===== config.mk =====
export PLATFORM = sky130hd
export DESIGN_NAME = register_scatter
export DESIGN_NICKNAME = d
export VERILOG_FILES = /design/src/rtl/register_scatter_pkg.sv /design/src/rtl/register_scatter_slot.sv /design/src/rtl/register_scatter.sv
export SDC_FILE = /design/constraint.sdc
export NUM_CORES = 1
export LEC_CHECK = 0
export CAP_MARGIN = 25
export CORE_MARGIN = 1.5
export CORE_UTILIZATION = 55
export DETAILED_ROUTE_END_ITERATION = 16
export DONT_BUFFER_PORTS = 1
export PLACE_DENSITY = 0.7
export SLEW_MARGIN = 20
export SYNTH_ARGS = -nofsm -noshare
export SYNTH_HDL_FRONTEND = slang
export SYNTH_SLANG_ARGS = --single-unit

===== constraint.sdc =====
create_clock -name clock -period 5.8 [get_ports clock]
set_clock_uncertainty 0.2 [all_clocks]
set_input_delay 1.45 -clock clock [delete_from_list [all_inputs] [get_ports clock]]
set_output_delay 1.45 -clock clock [all_outputs]
set_load 0.02 [all_outputs]

===== src/rtl/register_scatter_pkg.sv =====
// Shared types and helpers for register_scatter: slot index, slot state, count width.
package register_scatter_pkg;

  localparam int unsigned SLOTS   = 4;
  localparam int unsigned COUNT_W = 3;

  typedef logic [1:0] slot_idx_t;

  typedef enum logic {
    SLOT_EMPTY = 1'b0,
    SLOT_FULL  = 1'b1
  } slot_state_t;

  function automatic logic [COUNT_W-1:0] popcount4(input logic [SLOTS-1:0] v);
    logic [COUNT_W-1:0] c;
    c = '0;
    for (int unsigned i = 0; i < SLOTS; i++) begin
      c = c + COUNT_W'(v[i]);
    end
    return c;
  endfunction

endpackage


===== src/rtl/register_scatter_slot.sv =====
// One holding slot: n-bit data plus EMPTY/FULL state with reset > write/ack priority.
module register_slot
  import register_scatter_pkg::*;
#(
  parameter int unsigned n = 8
) (
  input  logic         clock,
  input  logic         reset,
  input  logic         write,
  input  logic         ack,
  input  logic [n-1:0] in,
  output logic [n-1:0] out,
  output logic         full
);

  slot_state_t state, state_next;

  always_ff @(posedge clock) begin
    if (reset) state <= SLOT_EMPTY;
    else       state <= state_next;
  end

  // A write to a FULL slot only happens alongside its ack, so FULL simply stays FULL.
  always_comb begin
    state_next = state;
    case (state)
      SLOT_EMPTY: if (write)        state_next = SLOT_FULL;
      SLOT_FULL:  if (ack && !write) state_next = SLOT_EMPTY;
      default:                      state_next = SLOT_EMPTY;
    endcase
  end

  always_ff @(posedge clock) begin
    if (reset)      out <= '0;
    else if (write) out <= in;
  end

  assign full = (state == SLOT_FULL);

endmodule


===== src/rtl/register_scatter.sv =====
// Scatters one word per cycle into one of four acknowledged holding slots.
// Optional sticky overflow flag under `REGISTER_SCATTER_OVERFLOW_EN.
`ifndef DEFAULT_WIDTH
`define DEFAULT_WIDTH 8
`endif

module register_scatter
  import register_scatter_pkg::*;
#(
  parameter int unsigned n = `DEFAULT_WIDTH
) (
  input  logic               clock,
  input  logic               reset,
`ifdef REGISTER_SCATTER_OVERFLOW_EN
  input  logic               overflow_clear,
  output logic               overflow,
`endif
  input  logic               load,
  input  logic [1:0]         select,
  input  logic [n-1:0]       in,
  output logic               ready,
  output logic [n-1:0]       out0,
  output logic [n-1:0]       out1,
  output logic [n-1:0]       out2,
  output logic [n-1:0]       out3,
  output logic [SLOTS-1:0]   full,
  input  logic [SLOTS-1:0]   ack,
  output logic [COUNT_W-1:0] count
);

  slot_idx_t          sel;
  logic               accept;
  logic [SLOTS-1:0]   wr;
  logic [n-1:0]       slot_data [SLOTS];
  logic [COUNT_W-1:0] inc, dec, count_next;

  assign sel    = select;
  assign ready  = ~full[sel] | ack[sel];
  assign accept = load & ready;

  always_comb begin
    wr = '0;
    if (accept) wr[sel] = 1'b1;
  end

  for (genvar i = 0; i < SLOTS; i++) begin : g_slot
    register_slot #(.n(n)) u_slot (
      .clock (clock),
      .reset (reset),
      .write (wr[i]),
      .ack   (ack[i]),
      .in    (in),
      .out   (slot_data[i]),
      .full  (full[i])
    );
  end

  assign out0 = slot_data[0];
  assign out1 = slot_data[1];
  assign out2 = slot_data[2];
  assign out3 = slot_data[3];

  // Consumes coinciding with a write to the same slot cancel out and are not counted.
  always_comb begin
    inc        = COUNT_W'(accept & ~full[sel]);
    dec        = popcount4(ack & full & ~wr);
    count_next = count + inc - dec;
  end

  always_ff @(posedge clock) begin
    if (reset) count <= '0;
    else       count <= count_next;
  end

`ifdef REGISTER_SCATTER_OVERFLOW_EN
  always_ff @(posedge clock) begin
    if (reset)               overflow <= 1'b0;
    else if (load && !ready) overflow <= 1'b1;
    else if (overflow_clear) overflow <= 1'b0;
  end
`endif

  count_tracks_full: assert property (@(posedge clock) disable iff (reset)
    count == popcount4(full));

endmodule


# After elaboration in Yosys (flattened, before gate mapping)
# Index checks and enable logic that the tools add are counted.
# word_totals
ff_bits	39
latchBits	0
ram_bits	0
rom_bits	0
in_bits	17
output_inout_bits	40
wordCells	56
memories	0
# op_classes
addsub	5
multipliers	0
n_div	0
magnitude_cmp	2
eq_ne	0
shift	0
muxes	19
bitwise_logic	12
reduce_logical	9
# ops
operator	count
$mux 1	11
$and 4x4->4	2
$pmux 1 s2	4
$logic_and 1x1->1	5
$not 1->1	5
$bmux 1 s2	2
$logic_not 1->1	4
$mux 4	1
$not 4->4	1
$add 2x1->3	1
$add 3x1->3	1
$add 3x3->3	1
$and 1x3->3	1
$lt 2x3->1 const B	1
$not 1->3	1
$sub 3x3->3	1
$add 1x1->2	1
$demux 1 s2	1
$ge 2x1->1 const B	1
$and 1x1->1	1
$or 1x1->1	1

# Depth between registers and ports, before layout
# logic_depth
depth_word	12
mapped_depth	12
depth_no_buf	11

# Hierarchy
# A second synthesis with hierarchy kept.
# hier_totals
hier_cells	161
area_unflattened_um2	1661.6
# by_module_without_submodules
module	instances	cells_each	area_per_inst_um2
register_slot	4	30	321.6
register_scatter	1	41	375.4

# Worst setup path after synthesis
# OpenSTA, ideal clock, no wires.
# synth_timing
path_type	input-to-reg
from	input select[1]
to	register count[2]
setup_time_ns	0.126
arrival_ns	4.074
required_ns	5.474
path_slack_ns	1.401
cell_stages	11
cell_sequence	mux4_2 a211o_1 buf_6 and3_1 fa_1 inv_1 ha_1 fa_1 xor2_1 xnor2_1 nor2_1
# synth_between
elab_chain_cells	12
elab_cells_between_ends	22
# synth_lines
item	line	text
start: declaration	register_scatter.sv:19	input logic [1:0] select,
parallel branches: the longest is 11 deep, another holds $lt 2x3->1	--	
$sub 3x3->3 (*)	register_scatter.sv:67	count_next = count + inc - dec;
end signal: assignment	register_scatter.sv:72	else count <= count_next;
end: declaration	register_scatter.sv:28	output logic [COUNT_W-1:0] count
# Every way passes the cells marked *. The select of a mux whose other input is x is not followed.
# A chain may end at the register's enable or synchronous reset.

# Worst setup path in the final report
# Same ends and word-level chain as after synthesis.

==> flow_metrics.tcl <==
set metrics [dict create \
    startpoint_type "primary input" \
    cts_buffer_depth 2 \
    layout_commonest_cell "nand2b_1" \
    endpoint_kind "register" \
    setup_viol 0 \
    post_cts_buffers 0 \
    drt-initial-drc-count 65 \
    power_density_nw_per_um2 294 \
    path_max_fanout 10 \
    cts_root_buffer "clkbuf_4" \
    cts_tree "yes" \
    postCtsHoldBufs 0 \
    drv_cap 0 \
    htree_levels 2 \
    core_area_um2 3050 \
    fin_nets 181 \
    via_count 1095 \
    antenna_found_initial 0 \
    status "finished, final reports clean" \
    clock_latency_ns 0.33 \
    clock-sinks 39 \
    utilization 0.585 \
    slew_violations 0 \
    worst_ep_arrival_time_ns 4.29 \
    die-height_um 59.7 \
    place_congestion 0.811 \
    ys_seq_area_frac 0.441 \
    port_buffers 0 \
    drtAntennaViolNets 0 \
    tightest_slew_ns 0.576 \
    wl_um 3280 \
    rows 20 \
    syn_inst 165 \
    placed_area_um2 1730 \
    holdPathStages 2 \
    n_antenna_cell 0 \
    grt_pass1_vias 1117 \
    die_w_um 59.7 \
    io_pins 57 \
    period_needed_ns 4.25 \
    fin_setup_tns_ns 0 \
    syn_nets 187 \
    relSlewSlack 0.616 \
    rr_worst_depth 10 \
    layout_common_cells "nand2b_1 (46), dfxtp_1 (39), mux2i_1 (34)" \
    syn-cell-area_um2 1770 \
    post_synth_num_cell_types 20 \
    initial_utilization 0.580 \
    drtPass1Iterations 4 \
    holdWs_ns 0.383 \
    via_per_inst 5.37 \
    ir_worst_vdd_v 0.000161 \
    power_w 0.000525 \
    p_leak_nw 0.832 \
    die-area_um2 3570 \
    ctsResizeCount 0 \
    crit_required_ns 5.84 \
    dp_hpwl_um 2250 \
    syn2layout_area_growth_pct 0.848 \
    wire_per_inst_um 16.1 \
    grt-ovfl-total 0 \
    hold_viol 0 \
    drc 0 \
    hold_class "register to register" \
    grt_setup_unrepaired "false" \
    ys.warnings.count 0 \
    stdcell_area_um2 1790 \
    critPathKind "primary input to register" \
    drive_gt1_frac 0.0563 \
    synth-seq-cells 39 \
    cts-buffers-inserted 5 \
    grt_max_degree 48 \
    grtUsageTotal 0.202 \
    clk_pin_slew_worst_paths_ns 0.11 \
    fin_crit_sh 0.733 \
    fmax_mhz 235 \
    grt_pass1_wl_um 5240 \
    synth_area_per_cell_um2 10.7 \
]
==> flip-flops by register name, indices dropped and copies added, names as in the netlist <==
| name | count |
|---|---|
| g_slot.u_slot.out | 32 |
| count | 3 |
| g_slot.u_slot.full | 4 |
==> final timing paths <==
path	from	end	slack, ns
min reg2reg	g_slot[3].u_slot.out[0]	g_slot[3].u_slot.out[0]	0.38
min	g_slot[3].u_slot.out[0]	g_slot[3].u_slot.out[0]	0.38
max reg2reg	g_slot[1].u_slot.full	count[2]	2.22
max	select[1]	count[2]	1.55
==> cells in the mapped netlist <==
master     n  area [um2]
clkbuf_1   5        18.8
buf_4      4        30.0
nor2_1     1        3.75
fa_1       3        60.1
nand2b_1  46         288
dfxtp_1   39         781
nand3_1    3        15.0
and3_1     1        6.26
buf_6      4        45.0
xor2_1     1        8.76
mux2_2     1        11.3
inv_1      6        22.5
a211o_1    4        35.0
ha_1       2        25.0
nor2b_1    2        12.5
mux2i_1   34         340
nand2_1    2        7.51
xnor2_1    2        17.5
a21oi_1    4        20.0
mux4_2     1        22.5
==> cell families after synthesis <==
group | after synthesis | synth area share
and+or+nand+nor | 55 | 0.188
DFF | 39 | 0.441
muxes | 36 | 0.211
buffers and inverters | 19 | 0.0657
AOI/OAI and AO/OA | 8 | 0.0311
adders and majority gates | 5 | 0.0481
xor gates and xnor gates | 3 | 0.0148
==> critical path, cell delays in order <==
cell and delay (ns):
mux4_2 0.54, a211o_1 0.48, and3_1 0.29, fa_1 0.51
inv_1 0.04, ha_1 0.20, fa_1 0.40, xor2_1 0.19
xnor2_1 0.14, nor2_1 0.05
==> report_power, final <==
part	switching, W	internal (W)	leakage (nW)
Sequential	0.0000340	0.000285	0.318
Clock	0.0000864	0.0000468	0.0282
Combinational	0.0000337	0.0000393	0.486
Total	0.000154	0.000371	0.832
==> stage by stage <==
step                worst slack (ns)  cells
floorplan                       1.40    165
global placement                1.23    196
detailed placement              1.19    196
CTS                             1.56    204
global route                    1.47    204
finish                          1.55    204
==> layer usage <==
layer  global-route usage  wire length (um)  vias up
met1                0.256              1440      522
met4               0.0762                24        0
met2                0.307              1570       44
li1                     -                 -      527
met3               0.0801               238        2
met5                    0                 0        -
==> area by class of cell <==
class / instances / area [um2]
inverters: 6 / 22.5
fillers: 276 / 1270
flip-flops and latches: 39 / 781
multi-input cells: 107 / 873
clock inverters: 2 / 12.5
well taps: 44 / 55.1
clock buffers: 6 / 41.3
(Power assumes the default switching activity.)
